## config.mk

```make
export PLATFORM = sky130hd
export DESIGN_NAME = fetch_stage_ctrl
export DESIGN_NICKNAME = d
export VERILOG_FILES = /design/src/rtl/pipeline_pkg.sv /design/src/rtl/if_id_reg.sv /design/src/rtl/fetch_stage_ctrl.sv
export SDC_FILE = /design/constraint.sdc
export NUM_CORES = 1
export LEC_CHECK = 0
export ABC_CLOCK_PERIOD_IN_PS = 3600
export CELL_PAD_IN_SITES_DETAIL_PLACEMENT = 1
export CELL_PAD_IN_SITES_GLOBAL_PLACEMENT = 1
export CORE_ASPECT_RATIO = 0.8
export CORE_MARGIN = 4
export CORE_UTILIZATION = 50
export CTS_BUF_LIST = sky130_fd_sc_hd__clkbuf_16
export CTS_CLUSTER_SIZE = 25
export DETAILED_ROUTE_END_ITERATION = 10
export DONT_BUFFER_PORTS = 1
export GPL_TIMING_DRIVEN = 0
export PLACE_DENSITY = 0.85
export SETUP_SLACK_MARGIN = 0.15
export SLEW_MARGIN = 20
export SYNTH_ARGS = -nofsm -noshare
export SYNTH_HDL_FRONTEND = slang
export SYNTH_HIERARCHICAL = 1
export SYNTH_SLANG_ARGS = --single-unit
```

## constraint.sdc

```tcl
create_clock -name clk -period 3.6 [get_ports clk]
set_input_delay 0.72 -clock clk [delete_from_list [all_inputs] [get_ports clk]]
set_output_delay 0.72 -clock clk [all_outputs]
set_load 0.02 [all_outputs]
```

## src/rtl/pipeline_pkg.sv

```systemverilog
// Shared pipeline constants: NOP encoding, default reset PC, sequential PC increment.
package pipeline_pkg;

   localparam int unsigned DEF_PC_WIDTH    = 32;
   localparam int unsigned DEF_INSTR_WIDTH = 32;
   localparam int unsigned DEF_CNT_WIDTH   = 16;

   // All-zero word is the bubble instruction injected on a flush
   localparam logic [DEF_INSTR_WIDTH-1:0] NOP_INSTR        = '0;
   localparam logic [DEF_PC_WIDTH-1:0]    DEFAULT_RESET_PC = 32'h0000_0000;
   localparam int unsigned                PC_INCR          = 4;

endpackage : pipeline_pkg

```

## src/rtl/if_id_reg.sv

```systemverilog
// IF/ID pipeline register: hold on stall, flush to a NOP bubble, otherwise load.
module if_id_reg
   import pipeline_pkg::*;
#(
   parameter int unsigned PC_WIDTH    = DEF_PC_WIDTH,
   parameter int unsigned INSTR_WIDTH = DEF_INSTR_WIDTH
) (
   input  logic                   clk,
   input  logic                   reset,
   input  logic                   stall,
   input  logic                   flush,
   input  logic [INSTR_WIDTH-1:0] load_instr,
   input  logic [PC_WIDTH-1:0]    load_pc_plus4,
   output logic [INSTR_WIDTH-1:0] instr,
   output logic [PC_WIDTH-1:0]    pc_plus4,
   output logic                   valid
);

   // Priority: reset > stall (hold) > flush (bubble) > load
   always_ff @(posedge clk) begin
      if (reset) begin
         instr    <= INSTR_WIDTH'(NOP_INSTR);
         pc_plus4 <= '0;
         valid    <= 1'b0;
      end else if (stall) begin
         instr    <= instr;
         pc_plus4 <= pc_plus4;
         valid    <= valid;
      end else if (flush) begin
         instr    <= INSTR_WIDTH'(NOP_INSTR);
         pc_plus4 <= '0;
         valid    <= 1'b0;
      end else begin
         instr    <= load_instr;
         pc_plus4 <= load_pc_plus4;
         valid    <= 1'b1;
      end
   end

endmodule : if_id_reg

```

## src/rtl/fetch_stage_ctrl.sv

```systemverilog
// Fetch stage control: PC register, branch/jump redirect, IF/ID register, optional perf counters.
// Optional feature: define FETCH_PERF_CNT_EN to build the stall/flush performance counters;
// otherwise stall_cycles and flush_count are constant zero.
module fetch_stage_ctrl
   import pipeline_pkg::*;
#(
   parameter int unsigned          PC_WIDTH    = DEF_PC_WIDTH,
   parameter int unsigned          INSTR_WIDTH = DEF_INSTR_WIDTH,
   parameter logic [PC_WIDTH-1:0]  RESET_PC    = PC_WIDTH'(DEFAULT_RESET_PC),
   parameter int unsigned          CNT_WIDTH   = DEF_CNT_WIDTH
) (
   input  logic                   clk,
   input  logic                   reset,
   input  logic                   pc_stall,
   input  logic                   IF_ID_stall,
   input  logic                   branch_taken,
   input  logic [PC_WIDTH-1:0]    branch_target,
   input  logic                   jump,
   input  logic [PC_WIDTH-1:0]    jump_target,
   input  logic [INSTR_WIDTH-1:0] imem_instr,
   output logic [PC_WIDTH-1:0]    imem_addr,
   output logic [PC_WIDTH-1:0]    IF_ID_pc_plus4,
   output logic [INSTR_WIDTH-1:0] IF_ID_instr,
   output logic                   IF_ID_valid,
   output logic [CNT_WIDTH-1:0]   stall_cycles,
   output logic [CNT_WIDTH-1:0]   flush_count
);

   logic [PC_WIDTH-1:0] pc_q;
   logic [PC_WIDTH-1:0] pc_plus4_c;
   logic [PC_WIDTH-1:0] target_c;
   logic                redirect_c;

   // Sequential address, redirect qualification and target select (jump wins)
   always_comb begin
      pc_plus4_c = pc_q + PC_WIDTH'(PC_INCR);
      redirect_c = (branch_taken | jump) & ~pc_stall;
      target_c   = jump ? jump_target : branch_target;
   end

   // PC register: reset > stall hold > redirect > sequential
   always_ff @(posedge clk) begin
      if (reset) begin
         pc_q <= RESET_PC;
      end else if (pc_stall) begin
         pc_q <= pc_q;
      end else if (redirect_c) begin
         pc_q <= target_c;
      end else begin
         pc_q <= pc_plus4_c;
      end
   end

   assign imem_addr = pc_q;

   if_id_reg #(
      .PC_WIDTH    (PC_WIDTH),
      .INSTR_WIDTH (INSTR_WIDTH)
   ) u_if_id_reg (
      .clk           (clk),
      .reset         (reset),
      .stall         (IF_ID_stall),
      .flush         (redirect_c),
      .load_instr    (imem_instr),
      .load_pc_plus4 (pc_plus4_c),
      .instr         (IF_ID_instr),
      .pc_plus4      (IF_ID_pc_plus4),
      .valid         (IF_ID_valid)
   );

`ifdef FETCH_PERF_CNT_EN
   logic [CNT_WIDTH-1:0] stall_cnt_q;
   logic [CNT_WIDTH-1:0] flush_cnt_q;

   // Saturating counters for stalled cycles and taken redirects
   always_ff @(posedge clk) begin
      if (reset) begin
         stall_cnt_q <= '0;
         flush_cnt_q <= '0;
      end else begin
         if (pc_stall && (stall_cnt_q != '1)) begin
            stall_cnt_q <= stall_cnt_q + CNT_WIDTH'(1);
         end
         if (redirect_c && (flush_cnt_q != '1)) begin
            flush_cnt_q <= flush_cnt_q + CNT_WIDTH'(1);
         end
      end
   end

   assign stall_cycles = stall_cnt_q;
   assign flush_count  = flush_cnt_q;
`else
   assign stall_cycles = '0;
   assign flush_count  = '0;
`endif

endmodule : fetch_stage_ctrl

```

== Word-level counts from Yosys, hierarchy flattened ==
Cells that the tools add are included.

* ROM bits: 0
* Input bits: 102
* Bits in latches: 0
* Memories: 0
* Logic and storage cells: 13
* Bits in writable memories: 0
* Register bits: 97
* Output and inout bits: 129

* $mul: 0
* Mux-type cells: 5
* Divide/modulo/power cells: 0
* Reduce and logical (&&, ||, !) cells: 0
* Add/sub/neg operators: 1
* Order comparisons: 0
* Equality and inequality tests: 0
* Bitwise operators: 3
* Shift-type cells: 0

{| class="wikitable"
|+ Operator list
! operator !! count
|-
| $mux W32 || 4
|-
| $add A32 B3 Y32 const B || 1
|-
| $and A1 B1 Y1 || 1
|-
| $mux W1 || 1
|-
| $not A1 Y1 || 1
|-
| $or A1 B1 Y1 || 1
|}

== Depth between registers and ports, before layout ==
Gate-level depths: netlist of run 1.

* Depth in word-level cells: 3
* Gate-level depth with buffers: 7
* Gate-level depth less buffers: 7

== Modules after synthesis ==
The synthesis of run 1 kept the hierarchy.

{| class="wikitable"
|+ Modules (own cells, without submodules)
! module !! sequential area each (um^2) !! area an instance (um^2) !! cells each !! times used
|-
| if_id_reg || 1301.2 || 2934.1 || 288 || 1
|-
| fetch_stage_ctrl || 640.6 || 2656.3 || 348 || 1
|}

== Worst setup path before layout of run 1 ==
OpenSTA, ideal clock, no wires.

* Path kind: reg2reg
* Start: register pc_q[17] (netlist: imem_addr[17])
* End: register pc_q[30] (netlist: imem_addr[30])
* Data required time: 3.478 ns
* Library setup time: 0.122 ns
* Path slack: 1.532 ns
* Period minus slack after synthesis: 2.068 ns
* Arrival time: 1.946 ns
* Path buffers: 1
* Stages on the path, launching flop included: 7
* Cell sequence: dfxtp_1 buf_2 nand4_1 nor3_1 nand3_1 xnor2_1 a221o_1

* Word-level cells in the longest chain between the ends: 2

{| class="wikitable"
|+ RTL lines
! item !! RTL line !! text
|-
| start: declaration || fetch_stage_ctrl.sv:29 || <nowiki>logic [PC_WIDTH-1:0] pc_q;</nowiki>
|-
| start signal: assignment || fetch_stage_ctrl.sv:46 || <nowiki>pc_q <= pc_q;</nowiki>
|-
| start signal: assignment || fetch_stage_ctrl.sv:48 || <nowiki>pc_q <= target_c;</nowiki>
|-
| start signal: assignment || fetch_stage_ctrl.sv:50 || <nowiki>pc_q <= pc_plus4_c;</nowiki>
|-
| $add A32 B3 Y32 || fetch_stage_ctrl.sv:36 || <nowiki>pc_plus4_c = pc_q + PC_WIDTH'(PC_INCR);</nowiki>
|-
| via pc_plus4_c[30] || fetch_stage_ctrl.sv:30 || <nowiki>logic [PC_WIDTH-1:0] pc_plus4_c;</nowiki>
|-
| $mux W32 || fetch_stage_ctrl.sv:47 || <nowiki>end else if (redirect_c) begin</nowiki>
|}

The timed path passes the listed nets, and every way through them passes these cells.
A chain may end at the register's enable or synchronous reset.

== Worst setup path in the final report of run 1 ==
* Start: register pc_q[2] (netlist: imem_addr[2])
* End: register u_if_id_reg.pc_plus4[14]

* Word-level cells in the longest chain between the ends: 2

{| class="wikitable"
|+ RTL lines
! item !! RTL line !! text
|-
| $add A32 B3 Y32 || fetch_stage_ctrl.sv:36 ||
|-
| via pc_plus4_c[14] || fetch_stage_ctrl.sv:30 ||
|-
| $mux W32 || if_id_reg.sv:29 || <nowiki>end else if (flush) begin</nowiki>
|-
| end signal: assignment || if_id_reg.sv:27 || <nowiki>pc_plus4 <= pc_plus4;</nowiki>
|-
| end signal: assignment || if_id_reg.sv:35 || <nowiki>pc_plus4 <= load_pc_plus4;</nowiki>
|-
| end: declaration || if_id_reg.sv:15 || <nowiki>output logic [PC_WIDTH-1:0] pc_plus4,</nowiki>
|}

The timed path passes the listed nets, and every way through them passes these cells.

==> metrics, run 1 <==
status=complete, no violations; CTS resizes=0; Max stage delay on crit path=0.75 ns; Max FO, Critical Path=8; GR Layer Usage met1=34.22%; # IOs=231; Buf+Inv Stages, Crit Path=0; H-tree depth=3; DR iter-0 viols=322; Final setup viols=0; number of synthesized flops with an enable pin=0; Synth Warn #=6; Reg clk slew, reported paths=0.07 ns; total negative slack=0 ns; post-synthesis sequential area ratio=34.74%; initial core utilization=51.33%; die area=12,950 sq um; mean post-synth cell area=8.790 sq um; total of max-cap violations=0; skew final=0.007925 ns; Die Width=126.2 um; number of cell rows=34; Root Driver=clkbuf_16; most common cell after layout, fill and taps aside=dfxtp_1; Hold Buf Count CTS=0; top cell type's share of synthesized area=34.74%; Slew HR=39.06%; Final Core Density=56.77%; Setup CP Type=reg -> reg; Synth async-reset ratio=0%; clk buf depth=2; most frequent cells in the layout=dfxtp_1, nand2_1, nand2b_1, o22ai_2, buf_4; final hold slack=0.5317 ns; Post-synth top flop=dfxtp_1; TritonRoute pass-1 iters=5; min-delay src=imem_addr[0]; Port Buffers=0; GR Overflow Total=0; vias in the first global route=5,033; CP max stage cell=nor3_1; GRT Util Overall=27.60%; worst-margin pin slew=0.9071 ns; Final GP Congestion=0.8294; vias=4,910; Synth area leaders=dfxtp_1, o22ai_2, nand2b_1; min cycle time layout=2.726 ns; CP endpoint kind=register; Avg WL per Cell=22.29 um; Synth Instances=636; largest net degree at the start of global routing=17; grt met2 use=46.14%; Final HPWL DP=14,070 um; Skew-Pair Late Insertion Delay=0.34 ns; Max IR drop VDD=0.2570 mV; Synth Cell Area=5590 sq um; clock sinks=97; Req. time, crit path=3.87 ns; fin area=6182 sq um; area of the multi-input gates=3162 sq um; CP Launch Point=imem_addr[2]; met3 global-route usage=10.31%; placed cells=811; Hold Path Class=reg -> reg; global-route wire length before repair=28,120 um; most used routing layer=met2; r2r startpoint=imem_addr[2]; Slew Viols, Final=0; Non-Filler Instances=827; CTS Buf Count=9; CTS tree=yes; Power Density=423.1 nW/um^2; Seq cells post-synth=97; critical path arrival=3.00 ns; initial antenna violation count=0; Diodes inserted=0; buffers inserted by post-CTS timing repair=0; FF/Latch Area=1942 sq um; Synth cell types=55; max frequency=366.9 MHz; chip height=102.6 um; Worst Setup Start Kind=register; Nets=781; Vias per Instance=5.937; FILL cells=1,322; # DRC=0; share of layout cells above drive strength 1=21.08%; dpl cell area=5887 sq um; final hold vios=0; post-route ant nets=0; critical path cell sequence=ha_1 > nand3_1 > nor3_1 > and3_1 > xor2_1 > nand2b_1 > o22ai_2; Synth area leader=dfxtp_1; critical path's top delay family=simple AND/OR/NAND/NOR gates; fin crit share=75.71%; RSZ-0062 raised after global routing=false; Layout area overhead=10.59%; WL final=18,430 um; Core Footprint=10,890 sq um; leakage=2.263 nW
worst paths after layout:
| path | to | slack [ns] | depth (start not counted) |
|---|---|---|---|
| max | u_if_id_reg/pc_plus4[14] | 0.87 | 7 |
| max reg2reg | u_if_id_reg/pc_plus4[14] | 0.87 | 7 |
| min reg2reg | imem_addr[0] | 0.53 | 2 |
| min | imem_addr[0] | 0.53 | 2 |
stage by stage:
step,power (mW),worst slack (ns)
2_1_floorplan,1.566,1.532
3_3_place_gp,1.647,0.9986
3_5_place_dp,1.667,0.9550
4_1_cts,2.626,0.9175
5_1_grt,2.726,0.6930
6_report,2.616,0.8744
cell type report:
| class | instances | area share, % |
|---|---|---|
| multi-input cells | 471 | 51.14 |
| flip-flops and latches | 97 | 31.41 |
| plain buffers | 85 | 8.905 |
| clock buffers | 9 | 3.643 |
| well taps | 144 | 2.914 |
| clock inverters | 7 | 1.133 |
| inverters | 14 | 0.8500 |
flip-flops by register name (all words and copies together) (netlist names):
name / cells
u_if_id_reg/valid: 1
u_if_id_reg/pc_plus4: 32
u_if_id_reg/instr: 32
imem_addr: 32
Yosys cell counts, types with 2 or more instances:
cell type,n
dfxtp_1,97
nand2_1,81
nand2b_1,64
o22ai_2,60
buf_4,40
nor2_1,30
a21oi_1,29
xnor2_1,22
clkbuf_1,21
o21ai_0,20
nand3_1,18
inv_1,14
a22oi_1,13
buf_2,10
buf_6,9
a221oi_1,8
nor3_1,7
o2bb2ai_1,7
and3_1,6
xor2_1,6
mux2i_1,5
nand4_1,5
o22ai_1,5
a22o_1,4
buf_1,4
o211ai_1,4
o32ai_1,4
a31oi_1,3
nor2b_1,3
nor4_1,3
a211oi_1,2
a221o_1,2
and4_1,2
nor3b_1,2
nor4_4,2
o311ai_0,2
o31a_1,2
o32a_1,2
or2_2,2
cells by family (layout without fill, tap and decap cells):
| family | after synthesis | count (layout) | synth area share [%] |
|---|---|---|---|
| and+or+nand+nor | 234 | 234 | 22.18 |
| AOI/OAI and AO/OA | 171 | 171 | 26.72 |
| buffers and inverters | 99 | 115 | 10.79 |
| DFF | 97 | 97 | 34.74 |
| xor gates and xnor gates | 28 | 28 | 4.387 |
| muxes | 5 | 5 | 0.8953 |
| adders and majority gates | 1 | 1 | 0.2238 |
| other | 1 | 32 | 0.06708 |
metal layers:
| metal | routed length (um) | vias to the layer above |
|---|---|---|
| met5 | 0 | - |
| met4 | 227 | 0 |
| met3 | 1816 | 23 |
| met2 | 9006 | 201 |
| met1 | 7380 | 2417 |
| li1 | - | 2269 |
worst min-delay path: cells and delay by family (launching register included):
kind / cells / cell delay [ns]
AOI/OAI and AO/OA: 1 / 0.05
DFF: 1 / 0.33
and+or+nand+nor: 1 / 0.10
power by group:
group / leakage [nW] / internal [mW] / switching, mW
registers: 0.793 / 1.12 / 0.127
clock network: 0.141 / 0.538 / 0.428
logic: 1.33 / 0.158 / 0.241
total: 2.26 / 1.82 / 0.795
Note: power is estimated with default switching activity, not from simulation.
==> run 2: changes to the inputs <==
--- a/config.mk
+++ b/config.mk
@@ -5,18 +5,18 @@
 export SDC_FILE = /design/constraint.sdc
 export NUM_CORES = 1
 export LEC_CHECK = 0
-export ABC_CLOCK_PERIOD_IN_PS = 3600
+export ABC_CLOCK_PERIOD_IN_PS = 2600
 export CELL_PAD_IN_SITES_DETAIL_PLACEMENT = 1
 export CELL_PAD_IN_SITES_GLOBAL_PLACEMENT = 1
 export CORE_ASPECT_RATIO = 0.8
 export CORE_MARGIN = 4
-export CORE_UTILIZATION = 50
+export CORE_UTILIZATION = 46
 export CTS_BUF_LIST = sky130_fd_sc_hd__clkbuf_16
 export CTS_CLUSTER_SIZE = 25
 export DETAILED_ROUTE_END_ITERATION = 10
 export DONT_BUFFER_PORTS = 1
 export GPL_TIMING_DRIVEN = 0
-export PLACE_DENSITY = 0.85
+export PLACE_DENSITY = 0.79
 export SETUP_SLACK_MARGIN = 0.15
 export SLEW_MARGIN = 20
 export SYNTH_ARGS = -nofsm -noshare
==> constraint.sdc (replaced) <==
create_clock -name clk -period 2.6 [get_ports clk]
set_input_delay 0.52 -clock clk [delete_from_list [all_inputs] [get_ports clk]]
set_output_delay 0.52 -clock clk [all_outputs]
set_load 0.02 [all_outputs]
==> metrics, run 2 (synthesized netlist as in run 1, its figures left out) <==
status=complete, no violations; clock sinks=97 (unchanged); Worst R2R Setup Slack=0.27 ns (-0.60 ns); worst-margin pin slew=0.7584 ns (-0.1487 ns); H-tree depth=3 (unchanged); Layout area overhead=12.00%; R2R Path End=u_if_id_reg/pc_plus4[31]; min cycle time layout=2.329 ns (-0.3961 ns); # IOs=231 (unchanged); Die Width=131.3 um (+4.0%); Skew-Pair Late Insertion Delay=0.35 ns (about the same); met3 global-route usage=9.897% (-0.41 points); most common cell after layout, fill and taps aside=dfxtp_1; min-delay src=imem_instr[29]; grt met2 use=42.79% (-3.3 points); GR Overflow Total=0 (unchanged); initial antenna violation count=0 (unchanged); Final WS setup=0.2705 ns (-0.6039 ns); CTS Buf Count=9 (unchanged); Setup CP Type=reg -> reg; initial core utilization=47.81% (-3.5 points); Slew HR=49.44% (+10 points); Final HPWL DP=14,370 um (+2.1%); skew final=0.01238 ns (+0.004453 ns); Combinational Power Share=14.8% (-0.4 points); chip height=106.6 um (+3.9%); Switching Fraction=29.50% (-0.89 points); Final setup viols=0 (unchanged); Final Core Density=53.55% (-3.2 points); Reg clk slew, reported paths=0.07 ns (about the same); sequential power share=46.8% (-1.0 points); CP endpoint kind=register; switching pwr=1.093 mW (+38%); RSZ-0062 raised after global routing=false; GRT Util Overall=26.00% (-1.6 points); share of layout cells above drive strength 1=22.42% (+1.3 points); Root Driver=clkbuf_16; Power Density=591.9 nW/um^2 (+40%); hold worst-path end=u_if_id_reg/instr[29]; clk buf depth=2 (unchanged); Non-Filler Instances=835 (+0.97%); Port Buffers=0 (unchanged); Hold Buf Count CTS=0 (unchanged); dpl ws=-0.1107 ns (-1.066 ns); global-route wire length before repair=28,820 um (+2.5%); clock power share=38.3% (+1.4 points); max frequency=429.3 MHz (+17%); die area=13,990 sq um (+8.1%); Max IR drop VDD=0.4013 mV (+56%); post-route ant nets=0 (unchanged); Final GP Congestion=0.8794 (+6.0%); Avg WL per Cell=22.43 um (+0.65%); fin crit share=89.60% (+14 points); Diodes inserted=0 (unchanged); Req. time, crit path=2.87 ns (-1.00 ns); leakage=2.319 nW (+2.5%); Worst Reg-to-Reg Cells=7 (unchanged); critical path arrival=2.60 ns (-0.40 ns); Max FO, Critical Path=9 (+1); WL final=18,730 um (+1.6%); TritonRoute pass-1 iters=5 (unchanged); placed cells=815 (+0.49%); hold depth=2 (unchanged); Core Footprint=11,690 sq um (+7.4%); total of max-cap violations=0 (unchanged); Nets=786 (+0.64%); Worst Setup Start Kind=register; number of cell rows=35 (+2.9%); Slew Viols, Final=0 (unchanged); cell internal pwr=2.613 mW (+43%); Vias per Instance=5.945 (+0.13%); CTS tree=yes; # DRC=0 (unchanged); largest net degree at the start of global routing=16 (-1); most used routing layer=met2; DR iter-0 viols=264 (-18%); final hold vios=0 (unchanged); FILL cells=1,409 (+6.6%); vias in the first global route=5,047 (+0.28%); vias=4,964 (+1.1%); most frequent cells in the layout=dfxtp_1, nand2_1, nand2b_1, o22ai_2, buf_4; Hold Path Class=in -> reg; r2r startpoint=imem_addr[17]; GR Layer Usage met1=32.10% (-2.1 points); total negative slack=0 ns (unchanged)
[run 2: worst max-delay path by stage]
stage | startpoint | end | slack [ns] | cells after the start
after global placement | imem_addr[2] | u_if_id_reg/pc_plus4[14] | 0.01 | 7
after floorplan | imem_addr[17] | imem_addr[30] | 0.53 | 6
after detailed placement | imem_addr[2] | u_if_id_reg/pc_plus4[14] | -0.11 | 7
final | imem_addr[17] | u_if_id_reg/pc_plus4[31] | 0.27 | 7
after CTS | imem_addr[2] | u_if_id_reg/pc_plus4[28] | 0.22 | 8
after global routing | imem_addr[17] | u_if_id_reg/pc_plus4[31] | 0.14 | 7
[run 2: cell type report]
type | instances | area [sq um] | share of cell area [%]
Multi-Input combinational cell | 471 | 3183 | 50.84
Tap cell | 148 | 185.2 | 2.958
Clock inverter | 6 | 82.58 | 1.319
Timing Repair Buffer | 5 | 37.54 | 0.5995
Inverter | 14 | 52.55 | 0.8393
Clock buffer | 9 | 225.2 | 3.597
Buffer | 85 | 550.5 | 8.793
Sequential cell | 97 | 1944 | 31.06
[run 2: power by group through the flow]
stage | logic, mW | clock network (mW) | registers (mW)
after global routing | 0.599 | 1.51 | 1.75
after global placement | 0.519 | 0 | 1.76
after CTS | 0.541 | 1.44 | 1.74
after floorplan | 0.435 | 0 | 1.73
final | 0.549 | 1.42 | 1.74
after detailed placement | 0.538 | 0 | 1.77
[run 2: worst max-delay path, stage by stage, from the launching register on]
cell and delay (ns):
dfxtp_1 0.49, buf_2 0.28, nand4_1 0.29, nor3_4 0.46, nand3_1 0.16, xnor2_1 0.35, nand2b_1 0.11, o22ai_2 0.11
[run 2: stage by stage]
stage | hold slack [ns] | cell area, sq um | total power [mW]
after floorplan | 0.4892 | 5707 | 2.169
after global placement | 0.5094 | 5892 | 2.283
after detailed placement | 0.5253 | 5892 | 2.306
after CTS | 0.3338 | 6250 | 3.720
after global routing | 0.3383 | 6261 | 3.852
final | 0.3439 | 6261 | 3.706
[run 2: what timing repair did]
item	4_1_cts	5_1_grt
endpoints found under the setup margin	12	12
resized for setup	4	2
buffers inserted	5	0
pin swaps	2	0
cloned	0	0
[run 2: layer usage]
layer | share of wire, % | up-vias
li1 | - | 2289
met4 | 2.0 | 0
met3 | 9.7 | 30
met2 | 47 | 253
met1 | 41 | 2392
met5 | 0 | -
==> run 3: changes to the inputs <==
--- a/config.mk
+++ b/config.mk
@@ -10,13 +10,13 @@
 export CELL_PAD_IN_SITES_GLOBAL_PLACEMENT = 1
 export CORE_ASPECT_RATIO = 0.8
 export CORE_MARGIN = 4
-export CORE_UTILIZATION = 46
-export CTS_BUF_LIST = sky130_fd_sc_hd__clkbuf_16
+export CORE_UTILIZATION = 48
+export CTS_BUF_LIST = sky130_fd_sc_hd__clkbuf_4
 export CTS_CLUSTER_SIZE = 25
 export DETAILED_ROUTE_END_ITERATION = 10
 export DONT_BUFFER_PORTS = 1
 export GPL_TIMING_DRIVEN = 0
-export PLACE_DENSITY = 0.79
+export PLACE_DENSITY = 0.82
 export SETUP_SLACK_MARGIN = 0.15
 export SLEW_MARGIN = 20
 export SYNTH_ARGS = -nofsm -noshare
==> metrics, run 3 (synthesized netlist as in run 1, its figures left out) <==
vias=4,898 (-1.3%); Diodes inserted=0 (unchanged); Die Width=128.7 um (-2.0%); Max FO, Critical Path=9 (unchanged); TritonRoute pass-1 iters=5 (unchanged); Vias per Instance=5.901 (-0.74%); critical path arrival=2.73 ns (+0.13 ns); clk buf depth=2 (unchanged); Slew HR=49.35% (-0.088 points); dpl cell area=5887 sq um (about the same); Hold Path Class=in -> reg; global-route wire length before repair=28,050 um (-2.7%); post-route ant nets=0 (unchanged); most frequent cells in the layout=dfxtp_1, nand2_1, nand2b_1, o22ai_2, buf_4; # DRC=0 (unchanged); WL final=18,410 um (-1.7%); Nets=784 (-0.25%); vias in the first global route=5,099 (+1.0%); Final setup viols=0 (unchanged); fin area=6058 sq um (-3.2%); die area=13,450 sq um (-3.9%); chip height=104.5 um (-1.9%); # IOs=231 (unchanged); Power Density=503.9 nW/um^2 (-15%); clock sinks=97 (unchanged); largest net degree at the start of global routing=18 (+2); Reg clk slew, reported paths=0.16 ns (+0.09 ns); initial core utilization=50.35% (+2.5 points); placed cells=811 (-0.49%); Root Driver=clkbuf_4; Layout area overhead=8.371%; GR Overflow Total=0 (unchanged); Skew-Pair Late Insertion Delay=0.47 ns (+0.12 ns); CTS Buf Count=9 (unchanged); initial antenna violation count=0 (unchanged); fin crit share=89.48% (-0.11 points); min cycle time layout=2.327 ns (-0.002952 ns); RSZ-0062 raised after global routing=true; total of max-cap violations=0 (unchanged); number of cell rows=34 (-2.9%); share of layout cells above drive strength 1=22.45% (+0.033 points); Core Footprint=11,100 sq um (-5.0%); Slew Viols, Final=0 (unchanged); skew final=0.01167 ns (-0.0007033 ns); status=complete, no violations; final hold vios=0 (unchanged); GRT Util Overall=26.30% (+0.30 points); final hold slack=0.2109 ns (-0.1330 ns); max frequency=429.8 MHz (+0.13%); CP endpoint kind=register; Final GP Congestion=0.8647 (-1.7%); Setup CP Type=reg -> reg; Max IR drop VDD=0.2152 mV (-46%); Port Buffers=0 (unchanged); Avg WL per Cell=22.18 um (-1.1%); H-tree depth=3 (unchanged); worst-margin pin slew=0.7569 ns (-0.001485 ns); Final HPWL DP=14,330 um (-0.24%); leakage=2.217 nW (-4.4%); DR iter-0 viols=311 (+18%); most common cell after layout, fill and taps aside=dfxtp_1; Worst Setup Start Kind=register; Req. time, crit path=3.00 ns (+0.13 ns); CTS tree=yes; Non-Filler Instances=830 (-0.60%); Final Core Density=54.56% (+1.0 points)
run 3: worst paths after layout:
path             startpoint                        to  slack [ns]  cells past startpoint
min reg2reg    imem_addr[1]   u_if_id_reg/pc_plus4[1]        0.53                      2
min          imem_instr[27]     u_if_id_reg/instr[27]        0.21                      2
max reg2reg    imem_addr[6]  u_if_id_reg/pc_plus4[23]        0.27                      6
max            imem_addr[6]  u_if_id_reg/pc_plus4[23]        0.27                      6
run 3: repair_timing:
action,4_1_cts,5_1_grt
pin swaps,2,0
hold buffers,0,0
gates resized for setup,4,3
buffers inserted,3,0
endpoints found under the setup margin,12,12
hold endpoints to repair,0,0
run 3: power by group:
part           leakage [nW]  switching [mW]  internal, mW  total, mW
clock                0.0617           0.562         0.205      0.767
sequential            0.794           0.174          1.56       1.73
combinational          1.36           0.333         0.218      0.551
total                  2.22            1.07          1.98       3.05
run 3: layer usage:
layer | vias up | part of all wire [%] | track usage (%)
met5 | - | 0 | 0
met4 | 0 | 1.3 | 5.922
met3 | 18 | 11 | 9.035
met2 | 235 | 48 | 44.60
met1 | 2369 | 40 | 32.14
li1 | 2276 | - | -
run 3: metrics by stage:
stage / power (mW) / setup TNS, ns / worst slack, ns
floorplan: 2.169 / 0 / 0.5323
global placement: 2.282 / -0.01792 / -0.01792
detailed placement: 2.308 / -0.06544 / -0.06544
CTS: 3.065 / 0 / 0.2400
global route: 3.177 / 0 / 0.1459
finish: 3.053 / 0 / 0.2735
run 3: final cells by class:
type / count / area [sq um]
inverter: 14 / 52.55
sequential: 97 / 1946
tap: 144 / 180.2
multi-input combinational: 471 / 3183
timing repair buffer: 3 / 22.52
buffer: 85 / 550.5
clock buffer: 9 / 67.56
clock inverter: 7 / 56.30
fill: 1354 / 5045
run 3: critical path, stage by stage, from the launching register on:
cell,delay [ns]
dfxtp_1,0.68
nand3_4,0.27
or4_4,0.65
nor3_2,0.22
xor2_1,0.22
nand2b_1,0.11
o22ai_2,0.11
